### src/rtl/apb_master_bridge_if.sv
`default_nettype none
// ============================================================================
// Module   : apb_master_bridge_if
// Brief    : Command/response handshake and APB4 initiator bundle for the
//            APB master bridge.
// Revision : 1.0 - initial release
// ============================================================================
interface apb_master_bridge_if;
    // command channel
    logic        cmd_valid_i;
    logic        cmd_ready_o;
    logic        cmd_write_i;
    logic [31:0] cmd_addr_i;
    logic [31:0] cmd_wdata_i;
    logic [3:0]  cmd_strb_i;
    // response channel
    logic        rsp_valid_o;
    logic        rsp_ready_i;
    logic [31:0] rsp_rdata_o;
    logic        rsp_err_o;
    logic        rsp_timeout_o;
    // APB4 initiator
    logic [31:0] paddr_o;
    logic        psel_o;
    logic        penable_o;
    logic        pwrite_o;
    logic [31:0] pwdata_o;
    logic [3:0]  pstrb_o;
    logic        pready_i;
    logic [31:0] prdata_i;
    logic        pslverr_i;

    modport master (
        input  cmd_valid_i, cmd_write_i, cmd_addr_i, cmd_wdata_i, cmd_strb_i,
        output cmd_ready_o,
        output rsp_valid_o, rsp_rdata_o, rsp_err_o, rsp_timeout_o,
        input  rsp_ready_i,
        output paddr_o, psel_o, penable_o, pwrite_o, pwdata_o, pstrb_o,
        input  pready_i, prdata_i, pslverr_i
    );

    modport slave (
        output cmd_valid_i, cmd_write_i, cmd_addr_i, cmd_wdata_i, cmd_strb_i,
        input  cmd_ready_o,
        input  rsp_valid_o, rsp_rdata_o, rsp_err_o, rsp_timeout_o,
        output rsp_ready_i,
        input  paddr_o, psel_o, penable_o, pwrite_o, pwdata_o, pstrb_o,
        output pready_i, prdata_i, pslverr_i
    );
endinterface
`default_nettype wire

### src/rtl/apb_master_bridge.sv
`default_nettype none
// ============================================================================
// Module   : apb_master_bridge
// Brief    : Single-outstanding command/response to APB4 initiator bridge
//            with misalignment rejection and ACCESS-phase timeout.
// Revision : 1.0 - initial release
// ============================================================================
module apb_master_bridge #(
    parameter int TIMEOUT_CYCLES = 255
) (
    input wire logic            pclk_i,
    input wire logic            presetn_i,
    apb_master_bridge_if.master bus
);

    typedef enum logic [1:0] {
        ST_IDLE   = 2'd0,
        ST_SETUP  = 2'd1,
        ST_ACCESS = 2'd2,
        ST_RESP   = 2'd3
    } state_t;

    // Counter value seen during the final permitted ACCESS cycle
    localparam logic [15:0] c_last_access = 16'(TIMEOUT_CYCLES - 1);

    state_t      r_state;
    logic [15:0] r_access_cnt;
    logic [31:0] r_paddr;
    logic        r_psel;
    logic        r_penable;
    logic        r_pwrite;
    logic [31:0] r_pwdata;
    logic [3:0]  r_pstrb;
    logic        r_rsp_valid;
    logic [31:0] r_rsp_rdata;
    logic        r_rsp_err;
    logic        r_rsp_timeout;

    logic        w_accept;
    logic        w_misaligned;

    assign w_accept     = bus.cmd_valid_i && (r_state == ST_IDLE);
    assign w_misaligned = (bus.cmd_addr_i[1:0] != 2'b00);

    always_ff @(posedge pclk_i or negedge presetn_i) begin
        if (!presetn_i) begin
            r_state       <= ST_IDLE;
            r_access_cnt  <= '0;
            r_paddr       <= '0;
            r_psel        <= 1'b0;
            r_penable     <= 1'b0;
            r_pwrite      <= 1'b0;
            r_pwdata      <= '0;
            r_pstrb       <= '0;
            r_rsp_valid   <= 1'b0;
            r_rsp_rdata   <= '0;
            r_rsp_err     <= 1'b0;
            r_rsp_timeout <= 1'b0;
        end else begin
            case (r_state)
                ST_IDLE: begin
                    if (w_accept) begin
                        if (w_misaligned) begin
                            // Rejected without touching the APB bus
                            r_rsp_valid   <= 1'b1;
                            r_rsp_rdata   <= '0;
                            r_rsp_err     <= 1'b1;
                            r_rsp_timeout <= 1'b0;
                            r_state       <= ST_RESP;
                        end else begin
                            r_paddr      <= bus.cmd_addr_i;
                            r_pwrite     <= bus.cmd_write_i;
                            r_pwdata     <= bus.cmd_write_i ? bus.cmd_wdata_i : 32'h0;
                            r_pstrb      <= bus.cmd_write_i ? bus.cmd_strb_i  : 4'h0;
                            r_psel       <= 1'b1;
                            r_penable    <= 1'b0;
                            r_access_cnt <= '0;
                            r_state      <= ST_SETUP;
                        end
                    end
                end

                ST_SETUP: begin
                    r_penable <= 1'b1;
                    r_state   <= ST_ACCESS;
                end

                ST_ACCESS: begin
                    // A ready slave wins over a timeout on the same cycle
                    if (bus.pready_i) begin
                        r_psel        <= 1'b0;
                        r_penable     <= 1'b0;
                        r_rsp_valid   <= 1'b1;
                        r_rsp_rdata   <= r_pwrite ? 32'h0 : bus.prdata_i;
                        r_rsp_err     <= bus.pslverr_i;
                        r_rsp_timeout <= 1'b0;
                        r_state       <= ST_RESP;
                    end else if (r_access_cnt >= c_last_access) begin
                        r_psel        <= 1'b0;
                        r_penable     <= 1'b0;
                        r_rsp_valid   <= 1'b1;
                        r_rsp_rdata   <= '0;
                        r_rsp_err     <= 1'b1;
                        r_rsp_timeout <= 1'b1;
                        r_state       <= ST_RESP;
                    end else begin
                        r_access_cnt <= r_access_cnt + 16'd1;
                    end
                end

                ST_RESP: begin
                    if (bus.rsp_ready_i) begin
                        r_rsp_valid <= 1'b0;
                        r_state     <= ST_IDLE;
                    end
                end

                default: begin
                    r_state   <= ST_IDLE;
                    r_psel    <= 1'b0;
                    r_penable <= 1'b0;
                end
            endcase
        end
    end

    assign bus.cmd_ready_o   = (r_state == ST_IDLE);
    assign bus.paddr_o       = r_paddr;
    assign bus.psel_o        = r_psel;
    assign bus.penable_o     = r_penable;
    assign bus.pwrite_o      = r_pwrite;
    assign bus.pwdata_o      = r_pwdata;
    assign bus.pstrb_o       = r_pstrb;
    assign bus.rsp_valid_o   = r_rsp_valid;
    assign bus.rsp_rdata_o   = r_rsp_rdata;
    assign bus.rsp_err_o     = r_rsp_err;
    assign bus.rsp_timeout_o = r_rsp_timeout;

endmodule
`default_nettype wire

### src/flat_wrapper.sv
// flat-port wrapper written by rule: the top's interface ports become plain ports
module apb_master_bridge_flat 
#(
    parameter int TIMEOUT_CYCLES = 255
)
  (pclk_i, presetn_i, bus_cmd_valid_i, bus_cmd_write_i, bus_cmd_addr_i, bus_cmd_wdata_i, bus_cmd_strb_i, bus_cmd_ready_o, bus_rsp_valid_o, bus_rsp_rdata_o, bus_rsp_err_o, bus_rsp_timeout_o, bus_rsp_ready_i, bus_paddr_o, bus_psel_o, bus_penable_o, bus_pwrite_o, bus_pwdata_o, bus_pstrb_o, bus_pready_i, bus_prdata_i, bus_pslverr_i);
  apb_master_bridge_if bus_i ();
  input wire logic pclk_i;
  input wire logic presetn_i;
  input wire logic [$bits(bus_i.cmd_valid_i)-1:0] bus_cmd_valid_i;
  input wire logic [$bits(bus_i.cmd_write_i)-1:0] bus_cmd_write_i;
  input wire logic [$bits(bus_i.cmd_addr_i)-1:0] bus_cmd_addr_i;
  input wire logic [$bits(bus_i.cmd_wdata_i)-1:0] bus_cmd_wdata_i;
  input wire logic [$bits(bus_i.cmd_strb_i)-1:0] bus_cmd_strb_i;
  output wire logic [$bits(bus_i.cmd_ready_o)-1:0] bus_cmd_ready_o;
  output wire logic [$bits(bus_i.rsp_valid_o)-1:0] bus_rsp_valid_o;
  output wire logic [$bits(bus_i.rsp_rdata_o)-1:0] bus_rsp_rdata_o;
  output wire logic [$bits(bus_i.rsp_err_o)-1:0] bus_rsp_err_o;
  output wire logic [$bits(bus_i.rsp_timeout_o)-1:0] bus_rsp_timeout_o;
  input wire logic [$bits(bus_i.rsp_ready_i)-1:0] bus_rsp_ready_i;
  output wire logic [$bits(bus_i.paddr_o)-1:0] bus_paddr_o;
  output wire logic [$bits(bus_i.psel_o)-1:0] bus_psel_o;
  output wire logic [$bits(bus_i.penable_o)-1:0] bus_penable_o;
  output wire logic [$bits(bus_i.pwrite_o)-1:0] bus_pwrite_o;
  output wire logic [$bits(bus_i.pwdata_o)-1:0] bus_pwdata_o;
  output wire logic [$bits(bus_i.pstrb_o)-1:0] bus_pstrb_o;
  input wire logic [$bits(bus_i.pready_i)-1:0] bus_pready_i;
  input wire logic [$bits(bus_i.prdata_i)-1:0] bus_prdata_i;
  input wire logic [$bits(bus_i.pslverr_i)-1:0] bus_pslverr_i;
  assign bus_i.cmd_valid_i = bus_cmd_valid_i;
  assign bus_i.cmd_write_i = bus_cmd_write_i;
  assign bus_i.cmd_addr_i = bus_cmd_addr_i;
  assign bus_i.cmd_wdata_i = bus_cmd_wdata_i;
  assign bus_i.cmd_strb_i = bus_cmd_strb_i;
  assign bus_cmd_ready_o = bus_i.cmd_ready_o;
  assign bus_rsp_valid_o = bus_i.rsp_valid_o;
  assign bus_rsp_rdata_o = bus_i.rsp_rdata_o;
  assign bus_rsp_err_o = bus_i.rsp_err_o;
  assign bus_rsp_timeout_o = bus_i.rsp_timeout_o;
  assign bus_i.rsp_ready_i = bus_rsp_ready_i;
  assign bus_paddr_o = bus_i.paddr_o;
  assign bus_psel_o = bus_i.psel_o;
  assign bus_penable_o = bus_i.penable_o;
  assign bus_pwrite_o = bus_i.pwrite_o;
  assign bus_pwdata_o = bus_i.pwdata_o;
  assign bus_pstrb_o = bus_i.pstrb_o;
  assign bus_i.pready_i = bus_pready_i;
  assign bus_i.prdata_i = bus_prdata_i;
  assign bus_i.pslverr_i = bus_pslverr_i;
  apb_master_bridge #(.TIMEOUT_CYCLES(TIMEOUT_CYCLES)) u_core (.pclk_i(pclk_i), .presetn_i(presetn_i), .bus(bus_i));
endmodule
### config.mk
export PLATFORM = sky130hd
export DESIGN_NAME = apb_master_bridge_flat
export DESIGN_NICKNAME = d
export VERILOG_FILES = /design/src/rtl/apb_master_bridge_if.sv /design/src/rtl/apb_master_bridge.sv /design/src/flat_wrapper.sv
export SDC_FILE = /design/constraint.sdc
export NUM_CORES = 1
export LEC_CHECK = 0
export ABC_AREA = 0
export BUFFER_PORTS_ARGS = -buffer_cell sky130_fd_sc_hd__buf_4
export CAP_MARGIN = 25
export CORE_UTILIZATION = 51
export CTS_CLUSTER_SIZE = 12
export DETAILED_ROUTE_END_ITERATION = 12
export MAX_ROUTING_LAYER = met4
export PLACE_DENSITY = 0.86
export SYNTH_ARGS = -nofsm -noshare
export SYNTH_HDL_FRONTEND = slang
export SYNTH_SLANG_ARGS = --single-unit
### constraint.sdc
create_clock -name pclk_i -period 5.4 [get_ports pclk_i]
set_input_delay 0.54 -clock pclk_i [delete_from_list [all_inputs] [get_ports pclk_i]]
set_output_delay 0.54 -clock pclk_i [all_outputs]
set_load 0.02 [all_outputs]
### After elaboration in Yosys (flattened, before gate mapping)

Index checks and enable logic that the tools add are counted.

* shift operators: 0
* mux-type cells: 39
* divide/modulo/power cells: 0
* reductions and logical operators: 13
* equality and inequality tests: 10
* $lt $le $gt $ge: 1
* add/subtract/negate cells: 1
* multiply operators: 0
* bitwise operators: 1

Operators with widths (count)
* 32-bit 2-to-1 mux: 6
* 16-bit 2-to-1 mux: 4
* 32-bit one-hot mux with 2 select lines: 1
* 16-bit one-hot mux with 2 select lines: 1
* 16-bit by 1-bit adder with 16-bit output, second input constant: 1
* 16-bit by 8-bit greater-or-equal comparator with 1-bit output, second input constant: 1
* 1-bit 2-to-1 mux: 15
* 4-bit AND reduction: 3
* 2-bit 2-to-1 mux: 5
* 5-bit AND reduction: 2
* 2-bit inequality test, second input constant: 4
* 2-bit one-hot mux with 4 select lines: 1
* 1-bit one-hot mux with 2 select lines: 3
* 1-bit one-hot mux with 3 select lines: 2
* 3-bit AND reduction: 2
* 3-bit nonzero test: 2
* 2-bit == test, second input constant: 2
* 4-bit 2-to-1 mux: 1
* 2-bit by 1-bit inequality test with 1-bit output, second input constant: 2
* 2-bit nonzero test: 2
* 3-bit by 2-bit inequality test with 1-bit output, second input constant: 1
* 2-bit by 1-bit == test with 1-bit output, second input constant: 1
* 2-bit logical NOT: 1
* 1-bit logical AND: 1
* 1-bit inverter: 1

* bits in latches: 0
* logic and storage cells: 77
* memories kept: 0
* RAM bits: 0
* bits in registers: 124
* memory bits (read-only): 0

### Depth between registers and ports, before layout

Gate-level depths: netlist of the first run.

* depth after elaboration: 4
* depth in mapped cells: 10
* gate-level depth less buffers: 7

### Worst setup path before layout of the first run

Ideal clock, no wire load.

* kind: reg2reg
* from: reg u_core.r_state[0]
* to: reg u_core.r_access_cnt[3]
* arrival: 2114 ps
* period minus slack after synthesis: 2191 ps
* setup slack: 3209 ps
* stages on the path, launching flop included: 9
* cell sequence: dfrtp_1 > inv_1 > ha_1 > clkbuf_1 > nor2_1 > a211oi_4 > nand4_1 > or3_1 > a21oi_1

* word-level cells in the longest chain between the ends: 4
* elaborated cells on any way between the ends: 10
* those cells by class: eq/ne: 5; mux: 1; reduce/logical: 4

RTL lines
* from (decl): line apb_master_bridge.sv:26 `state_t r_state;`
* from (signal assigned): line apb_master_bridge.sv:47 `r_state <= ST_IDLE;`
* from (signal assigned): line apb_master_bridge.sv:69 `r_state <= ST_RESP;`
* from (signal assigned): line apb_master_bridge.sv:78 `r_state <= ST_SETUP;`
* 2-bit logical NOT (*)
* via bus_cmd_ready_o: line flat_wrapper.sv:15 `output wire logic [$bits(bus_i.cmd_ready_o)-1:0] bus_cmd_ready_o;`
* 1-bit logical AND: line apb_master_bridge.sv:42 `assign w_accept = bus.cmd_valid_i && (r_state == ST_IDLE);`
* 2-bit by 1-bit inequality test with 1-bit output (no line)
* 5-bit AND reduction (no line)
* to (signal assigned): line apb_master_bridge.sv:107 `r_access_cnt <= r_access_cnt + 16'd1;`
* to (decl): line apb_master_bridge.sv:27 `logic [15:0] r_access_cnt;`

Mark *: on every way through the listed nets, which the timed path passes. The rest lies on a longest branch.
A chain may end at the register's enable or synchronous reset.

### Final worst setup path of the first run

* from: reg u_core.r_state[1]
* to: reg u_core.r_access_cnt[14]

* word-level cells in the longest chain between the ends: 4
* elaborated cells on any way between the ends: 10
* those cells by class: eq/ne: 5; mux: 1; reduce/logical: 4

RTL lines (line)
* 2-bit logical NOT: apb_master_bridge.sv:42, apb_master_bridge.sv:60
* 1-bit logical AND: apb_master_bridge.sv:42
* 2-bit by 1-bit inequality test with 1-bit output (no line)
* 5-bit AND reduction (no line)

Parallel ways exist; a longest one is shown, timed or not.

==> results of run 1 <==
routing by layer:
layer	GRT usage [%]	vias to the layer above	routed length (um)
met2	45.2	167	6770
li1	-	2050	-
met4	10.5	0	235
met5	-	-	0
met1	30.4	2014	5000
met3	6.35	21	841
flip-flops by register name, summed over array words and instances, names as in the netlist, 2 cells and up:
name                    cells
u_core.r_access_cnt        16
u_core.bus.pstrb_o          4
u_core.bus.rsp_rdata_o     32
u_core.bus.pwdata_o        32
u_core.bus.paddr_o         32
u_core.r_state              2
layout by cell type, fill, tap and decap left out, types with 2 or more instances in the layout:
cell type / instances
sky130_fd_sc_hd__nand2b_1: 2
sky130_fd_sc_hd__dfrtp_1: 124
sky130_fd_sc_hd__a21oi_1: 7
sky130_fd_sc_hd__and2_1: 11
sky130_fd_sc_hd__nor4_1: 3
sky130_fd_sc_hd__clkbuf_16: 16
sky130_fd_sc_hd__inv_6: 2
sky130_fd_sc_hd__o21a_1: 3
sky130_fd_sc_hd__bufinv_16: 4
sky130_fd_sc_hd__nor2b_1: 3
sky130_fd_sc_hd__o21ai_0: 80
sky130_fd_sc_hd__nand4_1: 4
sky130_fd_sc_hd__buf_4: 216
sky130_fd_sc_hd__clkinv_4: 4
sky130_fd_sc_hd__inv_1: 4
sky130_fd_sc_hd__mux2_2: 32
sky130_fd_sc_hd__ha_1: 7
sky130_fd_sc_hd__nor3_1: 4
sky130_fd_sc_hd__or3_1: 6
sky130_fd_sc_hd__nand2_1: 147
sky130_fd_sc_hd__clkbuf_8: 3
sky130_fd_sc_hd__nor2_1: 5
sky130_fd_sc_hd__nand3_1: 4
synth_stat cells:
| master | n |
|---|---|
| sky130_fd_sc_hd__nor2b_1 | 3 |
| sky130_fd_sc_hd__nand2b_1 | 2 |
| sky130_fd_sc_hd__or2_2 | 1 |
| sky130_fd_sc_hd__a211oi_4 | 1 |
| sky130_fd_sc_hd__mux2i_1 | 1 |
| sky130_fd_sc_hd__buf_2 | 3 |
| sky130_fd_sc_hd__nand3_1 | 5 |
| sky130_fd_sc_hd__a22oi_1 | 1 |
| sky130_fd_sc_hd__o21bai_1 | 1 |
| sky130_fd_sc_hd__nand4_1 | 4 |
| sky130_fd_sc_hd__nor2_1 | 6 |
| sky130_fd_sc_hd__and3_1 | 1 |
| sky130_fd_sc_hd__a21oi_1 | 7 |
| sky130_fd_sc_hd__a31oi_1 | 1 |
| sky130_fd_sc_hd__dfrtp_1 | 124 |
| sky130_fd_sc_hd__inv_1 | 4 |
| sky130_fd_sc_hd__ha_1 | 7 |
| sky130_fd_sc_hd__o22ai_1 | 1 |
| sky130_fd_sc_hd__nand2_1 | 147 |
| sky130_fd_sc_hd__o21a_1 | 3 |
| sky130_fd_sc_hd__o2bb2ai_1 | 1 |
| sky130_fd_sc_hd__or3b_4 | 1 |
| sky130_fd_sc_hd__mux2_2 | 32 |
| sky130_fd_sc_hd__nor4_1 | 3 |
| sky130_fd_sc_hd__o31ai_1 | 1 |
| sky130_fd_sc_hd__clkbuf_1 | 26 |
| sky130_fd_sc_hd__o21ai_0 | 80 |
| sky130_fd_sc_hd__or3_1 | 6 |
| sky130_fd_sc_hd__nor3_1 | 4 |
| sky130_fd_sc_hd__and2_1 | 11 |
| sky130_fd_sc_hd__o32a_1 | 1 |
metrics by stage:
step / instances / area, sq um / total power, mW / setup slack [ns] / hold WS, ns
2_1_floorplan: 489 / 5040 / 2.45 / 3.21 / 0.244
3_3_place_gp: 805 / 6740 / 3.20 / 2.77 / 0.464
3_5_place_dp: 806 / 6760 / 3.28 / 2.63 / 0.471
4_1_cts: 838 / 7390 / 4.49 / 2.60 / 0.192
5_1_grt: 838 / 7390 / 4.70 / 2.35 / 0.244
6_report: 838 / 7390 / 4.46 / 2.58 / 0.171
critical path: stages, from the launching register on:
cell	delay, ns
sky130_fd_sc_hd__dfrtp_1	0.42
sky130_fd_sc_hd__inv_1	0.12
sky130_fd_sc_hd__ha_1	0.48
sky130_fd_sc_hd__nand3_4	0.55
sky130_fd_sc_hd__buf_4	0.49
sky130_fd_sc_hd__or2_2	0.42
sky130_fd_sc_hd__and2_1	0.19
layout make-up:
class	count	area share, %
Timing Repair Buffer	217	22.1
Tap cell	129	2.18
Multi-Input combinational cell	332	24.9
Clock inverter	12	2.51
Inverter	4	0.203
Sequential cell	124	42.0
Clock buffer	20	6.03
where the power goes:
part	total [mW]	internal (mW)	switching, mW
Clock	1.20	0.779	0.416
Combinational	1.75	0.742	1.01
Sequential	1.52	1.29	0.223
worst max path at each step:
stage,startpoint,to,slack (ns),cells past startpoint
4_1_cts,u_core.r_state[0]$_DFFE_PN0P_,u_core.r_access_cnt[14]$_DFFE_PN0P_,2.60,6
2_1_floorplan,u_core.r_state[0]$_DFFE_PN0P_,u_core.r_access_cnt[3]$_DFFE_PN0P_,3.21,8
3_3_place_gp,u_core.r_state[0]$_DFFE_PN0P_,u_core.r_access_cnt[15]$_DFFE_PN0P_,2.77,6
6_report,u_core.r_state[1]$_DFFE_PN0P_,u_core.r_access_cnt[14]$_DFFE_PN0P_,2.58,6
3_5_place_dp,u_core.r_state[0]$_DFFE_PN0P_,u_core.r_access_cnt[11]$_DFFE_PN0P_,2.63,6
5_1_grt,u_core.r_state[1]$_DFFE_PN0P_,u_core.r_access_cnt[10]$_DFFE_PN0P_,2.35,6
cells by family after synthesis:
| kind of cell | after synthesis | synth area share, % |
|---|---|---|
| AOI/OAI and AO/OA | 98 | 10.5 |
| DFF | 124 | 61.5 |
| and+or+nand+nor | 194 | 16.3 |
| adders and majority gates | 7 | 1.74 |
| muxes | 33 | 7.34 |
| buffers and inverters | 33 | 2.53 |
==> results_tabular.tex, run 1 <==
\begin{tabular}{lr}
\hline
Metric & Value \\
\hline
\multicolumn{2}{l}{\textbf{GRT}} \\
\quad Number of global-route vias before repair & about 4,200 \\
\quad GRT Resource Usage Total & 26.6\% \\
\quad First-pass GRT wire length & 20,100 um \\
\quad Largest net degree at the start of global routing & 74 \\
\quad Sum of overflow across all layers after global routing & 0 \\
\quad Antenna violations before repair & 0 \\
\multicolumn{2}{l}{\textbf{Timing}} \\
\quad Max\_slew headroom & between 30\% and 40\% \\
\quad Maximum clock rate & 0.355 GHz \\
\quad Worst Max-Slew Pin Slew & around 0.9 ns \\
\quad Total of endpoints with negative setup slack in the final report & 0 \\
\quad Worst Skew & slightly above 0.01 ns \\
\quad Setup repair after global routing missed its margin & no \\
\quad Count of endpoints failing hold in the final timing report & 0 \\
\quad Crit path time final & around 2.8 ns \\
\quad Part of the cycle the worst path needs & a little over half \\
\quad Setup tns final & 0 ns \\
\quad Number of pins with negative max-slew slack in the final report & 0 \\
\multicolumn{2}{l}{\textbf{Detailed routing}} \\
\quad Antenna-violating nets left & 0 \\
\quad Vias after detailed routing & between 4,000 and 5,000 \\
\quad DRT Wirelength & 12,800 um \\
\quad DRT iter0 DRCs & between 150 and 200 \\
\quad Routed wirelength normalized by instance count & about 15 um \\
\quad Vias per cell & roughly 5.1 \\
\quad Router iterations before antenna repair & 4 \\
\quad Final routed DRC violation total & 0 \\
\multicolumn{2}{l}{\textbf{Finish}} \\
\quad Layout filler cell count & between 600 and 700 \\
\quad Core occupancy in the finished layout & between 70\% and 80\% \\
\quad Area delta synth->final & 46.5\% \\
\quad Area occupied by registers & between 3000 and 4000 sq um \\
\quad \# diodes & 0 \\
\quad Combined area of the multi-input logic cells & $\sim$1800 sq um \\
\quad Final net count & 810 \\
\quad Fraction of final layout cells sized beyond drive strength 1 & between 40\% and 50\% \\
\multicolumn{2}{l}{\textbf{Clock tree}} \\
\quad CTS clk-pin slew, worst paths & around 0.06 ns \\
\quad Inserted Clock Buffers & 17 \\
\quad Longest Clk Path Bufs & 2 \\
\quad Hold-fix buffer count after cts & 0 \\
\quad TritonCTS clock tree & yes \\
\quad Skew-Pair Late Insertion Delay & around 0.51 ns \\
\quad Clock tree sinks & about 120 \\
\quad H-Tree Level Count & 4 \\
\quad Number of setup buffers added after CTS & 0 \\
\quad Clock tree root driver cell & sky130\_fd\_sc\_hd\_\_clkbuf\_8 \\
\quad Resized cells post-CTS & 0 \\
\multicolumn{2}{l}{\textbf{Setup path}} \\
\quad Type of the worst setup path & reg -> reg \\
\quad Required time of the critical path & 5.79 ns \\
\quad Source of the worst register-to-register timing path & u\_core.r\_state[1]\$\_DFFE\_PN0P\_ \\
\quad Terminus of the critical flop-to-flop path & u\_core.r\_access\_cnt[14]\$\_DFFE\_PN0P\_ \\
\quad Worst Setup Start Kind & flip-flop \\
\quad Crit end category & flip-flop \\
\quad Worst-case reg-to-reg path depth & 6 \\
\quad Crit path arrival time & 3.21 ns \\
\quad Worst reg2reg setup slack & 2.58 ns \\
\quad Top fanout value on the critical path & 60 \\
\multicolumn{2}{l}{\textbf{Flow run}} \\
\quad Number of max-cap violations & 0 \\
\multicolumn{2}{l}{\textbf{Pwr}} \\
\quad Leakage & between 3 and 4 nW \\
\quad Peak supply drop & around 0.00036 V \\
\quad Power per unit of standard cell area & 603 nW/um\^{}2 \\
\multicolumn{2}{l}{\textbf{Floorplanning}} \\
\quad DIE AREA & approximately 10,000 sq um \\
\quad Width of the die & between 100 and 150 um \\
\quad I/O pin cnt & between 200 and 250 \\
\quad Area of the core & 9420 sq um \\
\quad Die outline height & approximately 100 um \\
\quad Starting density of the core & 53.6\% \\
\quad Floorplan row count & 35 \\
\multicolumn{2}{l}{\textbf{Synth}} \\
\quad Post-Syn Area & between 5000 and 6000 sq um \\
\quad Mapped Avg Cell Area & around 10 sq um \\
\quad Most area-hungry cell type in the Yosys netlist & sky130\_fd\_sc\_hd\_\_dfrtp\_1 \\
\quad Library cells used by synthesis & 31 \\
\quad Area share of the largest cell type after synthesis & a little over 60\% \\
\quad Syn. warnings & 0 \\
\quad Largest cells by area after synthesis & sky130\_fd\_sc\_hd\_\_dfrtp\_1 62\%, sky130\_fd\_sc\_hd\_\_nand2\_1 11\%, sky130\_fd\_sc\_hd\_\_o21ai\_0 7.9\% \\
\quad Number of synthesized register bits & between 100 and 150 \\
\quad Sequential-to-total area share from yosys stat & 61.5\% \\
\quad Net count of the mapped netlist & 603 \\
\quad Instance count of the mapped netlist & slightly below 500 \\
\multicolumn{2}{l}{\textbf{Place}} \\
\quad Weighted congestion at the end of routability-driven global placement & roughly 0.80 \\
\quad Number of buffers added on ports & 213 \\
\quad Post-detail-place hpwl & 9040 um \\
\multicolumn{2}{l}{\textbf{Outcome}} \\
\quad Outcome & complete, no violations \\
\multicolumn{2}{l}{\textbf{Hold path}} \\
\quad Kind of path behind the tightest hold check & in -> async \\
\hline
\end{tabular}
No activity file was read; power rests on OpenSTA's default activity.
==> inputs of run 2 (changes only) <==
CORE_UTILIZATION = 43   (was 51)
PLACE_DENSITY = 0.77   (was 0.86)
clock period = 2.44 ns   (was 5.4 ns; I/O delays follow)
==> run 2 against run 1 <==
  * First-iteration DRC count up 42%
  * Clock power up 120%
  * Total power up 120%
  * Sequential cell count unchanged
  * Hold slack worse by 0.11 ns
  * Final cell count up 2.4%
  * Non-clock buffer count up 7
  * Critical path depth up 1
  * Die area up 18%
  * Fmax up 32%
  * Register-to-register slack worse by 2.3 ns
  * Final area up 1.2%
  * Critical path type unchanged
  * Critical endpoint is now u_core.r_access_cnt[5]$_DFFE_PN0P_
==> results_tabular.tex, run 2 (synthesis results as in run 1) <==
\begin{tabular}{lr}
\hline
Metric & Value \\
\hline
\multicolumn{2}{l}{\textbf{Clock tree}} \\
\quad TritonCTS clock tree & yes \\
\quad H-Tree Level Count & 4 \\
\quad Skew-Pair Late Insertion Delay & 0.41 ns \\
\quad Clock tree root driver cell & sky130\_fd\_sc\_hd\_\_clkbuf\_16 \\
\quad Inserted Clock Buffers & 17 \\
\quad CTS clk-pin slew, worst paths & around 0.060 ns \\
\quad Number of setup buffers added after CTS & 0 \\
\quad Longest Clk Path Bufs & 2 \\
\quad Clock tree sinks & 124 \\
\multicolumn{2}{l}{\textbf{Finish}} \\
\quad Total non-filler cell area in the finished layout & $\sim$7500 sq um \\
\quad Final net count & approximately 800 \\
\quad Area occupied by registers & about 3100 sq um \\
\quad Fraction of final layout cells sized beyond drive strength 1 & 40.6\% \\
\quad Most frequent standard cell in the layout excluding fill and tap cells & sky130\_fd\_sc\_hd\_\_buf\_4 \\
\quad Most frequent cells in the layout & 221 x sky130\_fd\_sc\_hd\_\_buf\_4, 147 x sky130\_fd\_sc\_hd\_\_nand2\_1, 124 x sky130\_fd\_sc\_hd\_\_dfrtp\_1 \\
\quad Layout filler cell count & roughly 900 \\
\quad \# diodes & 0 \\
\quad Area delta synth->final & 48.3\% \\
\quad Combined area of the multi-input logic cells & about 1800 sq um \\
\multicolumn{2}{l}{\textbf{Hold path}} \\
\quad Count of cells along the worst hold path & 2 \\
\quad Kind of path behind the tightest hold check & in -> reg \\
\quad Destination of the worst hold path & u\_core.bus.paddr\_o[31]\$\_DFFE\_PN0P\_ \\
\quad Worst min-delay path startpoint & bus\_cmd\_addr\_i[31] \\
\multicolumn{2}{l}{\textbf{Timing}} \\
\quad Setup repair after global routing missed its margin & no \\
\quad Setup tns final & 0 ns \\
\quad Maximum clock rate & between 0.4 and 0.5 GHz \\
\quad Count of endpoints failing hold in the final timing report & 0 \\
\quad Part of the cycle the worst path needs & 87.2\% \\
\quad Worst Max-Slew Pin Slew & between 0.6 and 0.7 ns \\
\quad Total of endpoints with negative setup slack in the final report & 0 \\
\quad Final-layout worst hold slack & 0.0571 ns \\
\quad Crit path time final & $\sim$2.1 ns \\
\quad Max\_slew headroom & roughly three fifths \\
\quad Number of pins with negative max-slew slack in the final report & 0 \\
\quad Worst Skew & between 0.007 and 0.008 ns \\
\multicolumn{2}{l}{\textbf{Detailed routing}} \\
\quad Vias per cell & $\sim$4.9 \\
\quad Router iterations before antenna repair & 4 \\
\quad Antenna-violating nets left & 0 \\
\quad Vias after detailed routing & between 4,000 and 5,000 \\
\quad DRT Wirelength & 12,300 um \\
\quad DRT iter0 DRCs & about 250 \\
\quad Routed wirelength normalized by instance count & 14.4 um \\
\quad Final routed DRC violation total & 0 \\
\multicolumn{2}{l}{\textbf{Floorplanning}} \\
\quad Area of the core & about 11,000 sq um \\
\quad I/O pin cnt & 214 \\
\quad Die outline height & roughly 110 um \\
\quad DIE AREA & roughly 12,000 sq um \\
\quad Width of the die & approximately 110 um \\
\quad Starting density of the core & around 44\% \\
\quad Floorplan row count & 39 \\
\multicolumn{2}{l}{\textbf{Setup path}} \\
\quad Worst Setup Start Kind & flip-flop \\
\quad Worst-case reg-to-reg path depth & 7 \\
\quad Worst setup path startpoint & u\_core.r\_state[0]\$\_DFFE\_PN0P\_ \\
\quad Top fanout value on the critical path & 11 \\
\quad Terminus of the critical flop-to-flop path & u\_core.r\_access\_cnt[5]\$\_DFFE\_PN0P\_ \\
\quad Source of the worst register-to-register timing path & u\_core.r\_state[0]\$\_DFFE\_PN0P\_ \\
\quad Crit end category & flip-flop \\
\quad Crit path arrival time & 2.46 ns \\
\quad Required time of the critical path & 2.78 ns \\
\quad Type of the worst setup path & reg -> reg \\
\quad Worst reg2reg setup slack & $\sim$0.31 ns \\
\multicolumn{2}{l}{\textbf{Pwr}} \\
\quad Power Total & a little under 10 mW \\
\quad Part of the total power dissipated in combinational logic & 39.3\% \\
\quad Peak supply drop & about 0.00084 V \\
\quad Design internal power & 6.35 mW \\
\quad Power share of the sequential group & between 30 and 40\% \\
\quad Clock share of power & between 20\% and 30\% \\
\quad Switching portion of total power & a little over a third \\
\quad NetSw & 3.55 mW \\
\quad Leakage & 3.74 nW \\
\quad Power per unit of standard cell area & about 1300 nW/um\^{}2 \\
\multicolumn{2}{l}{\textbf{GRT}} \\
\quad Antenna violations before repair & 0 \\
\quad GRT Resource Usage Total & 21.1\% \\
\quad Number of global-route vias before repair & 3,974 \\
\quad Largest net degree at the start of global routing & between 60 and 70 \\
\quad First-pass GRT wire length & between 15,000 and 20,000 um \\
\quad Sum of overflow across all layers after global routing & 0 \\
\multicolumn{2}{l}{\textbf{Place}} \\
\quad Number of buffers added on ports & between 200 and 250 \\
\quad Weighted congestion at the end of routability-driven global placement & slightly above 0.8 \\
\quad Post-DP Area & a little under 7000 sq um \\
\quad Post-detail-place hpwl & 8850 um \\
\multicolumn{2}{l}{\textbf{Outcome}} \\
\quad Outcome & complete, no violations \\
\multicolumn{2}{l}{\textbf{Flow run}} \\
\quad Number of max-cap violations & 0 \\
\hline
\end{tabular}
==> run 2: area by class of cell <==
class,instances,share of cell area [%]
inverter,4,0.201
clock inverter,7,1.81
multi-input combinational,332,24.7
clock buffer,24,6.57
timing repair buffer,224,22.8
tap,143,2.39
sequential,124,41.5
==> run 2: power by group through the flow <==
stage | combinational, mW | sequential [mW] | clock [mW]
6_report | 3.89 | 3.36 | 2.65
5_1_grt | 4.22 | 3.45 | 2.79
4_1_cts | 3.93 | 3.36 | 2.71
3_5_place_dp | 3.92 | 3.37 | 0
3_3_place_gp | 3.82 | 3.32 | 0
2_1_floorplan | 1.17 | 4.25 | 0
==> run 2: worst max-delay path by stage <==
stage | cells past startpoint | end
finish | 7 | u_core.r_access_cnt[5]$_DFFE_PN0P_
global placement | 7 | u_core.bus.penable_o$_DFFE_PN0P_
floorplan | 8 | u_core.r_access_cnt[3]$_DFFE_PN0P_
CTS | 8 | u_core.r_state[1]$_DFFE_PN0P_
detailed placement | 8 | u_core.r_state[1]$_DFFE_PN0P_
global route | 7 | u_core.r_access_cnt[5]$_DFFE_PN0P_
==> run 2: what timing repair did <==
action | 4_1_cts | 5_1_grt
endpoints found under the hold margin | 48 | 0
endpoints found under the setup margin | 0 | 2
gates resized for setup | 0 | 1
hold buffers | 1 | 0
==> run 2: worst max-delay path: stages (launching register included) <==
cell and delay, ns:
sky130_fd_sc_hd__dfrtp_1 0.43, sky130_fd_sc_hd__inv_1 0.11, sky130_fd_sc_hd__ha_1 0.35, sky130_fd_sc_hd__nor2_1 0.13, sky130_fd_sc_hd__a211oi_4 0.40, sky130_fd_sc_hd__nand4_1 0.16
sky130_fd_sc_hd__or3_1 0.33, sky130_fd_sc_hd__a21oi_1 0.15
==> run 2: routing by layer <==
metal	wire length (um)	up-vias	part of all wire [%]	track usage, %
met4	172	0	1.4	8.74
li1	-	2063	-	-
met2	6070	164	49	33.9
met5	0	-	0	-
met3	970	19	7.9	6.70
met1	5130	1933	42	24.5
==> run 2: metrics by stage <==
stage	utilization [%]	worst slack [ns]	instances
after floorplan	-	0.249	489
after global placement	59.9	0.352	826
after detailed placement	59.9	0.233	826
after CTS	65.5	0.116	858
after global routing	65.5	0.105	858
final	65.5	0.312	858
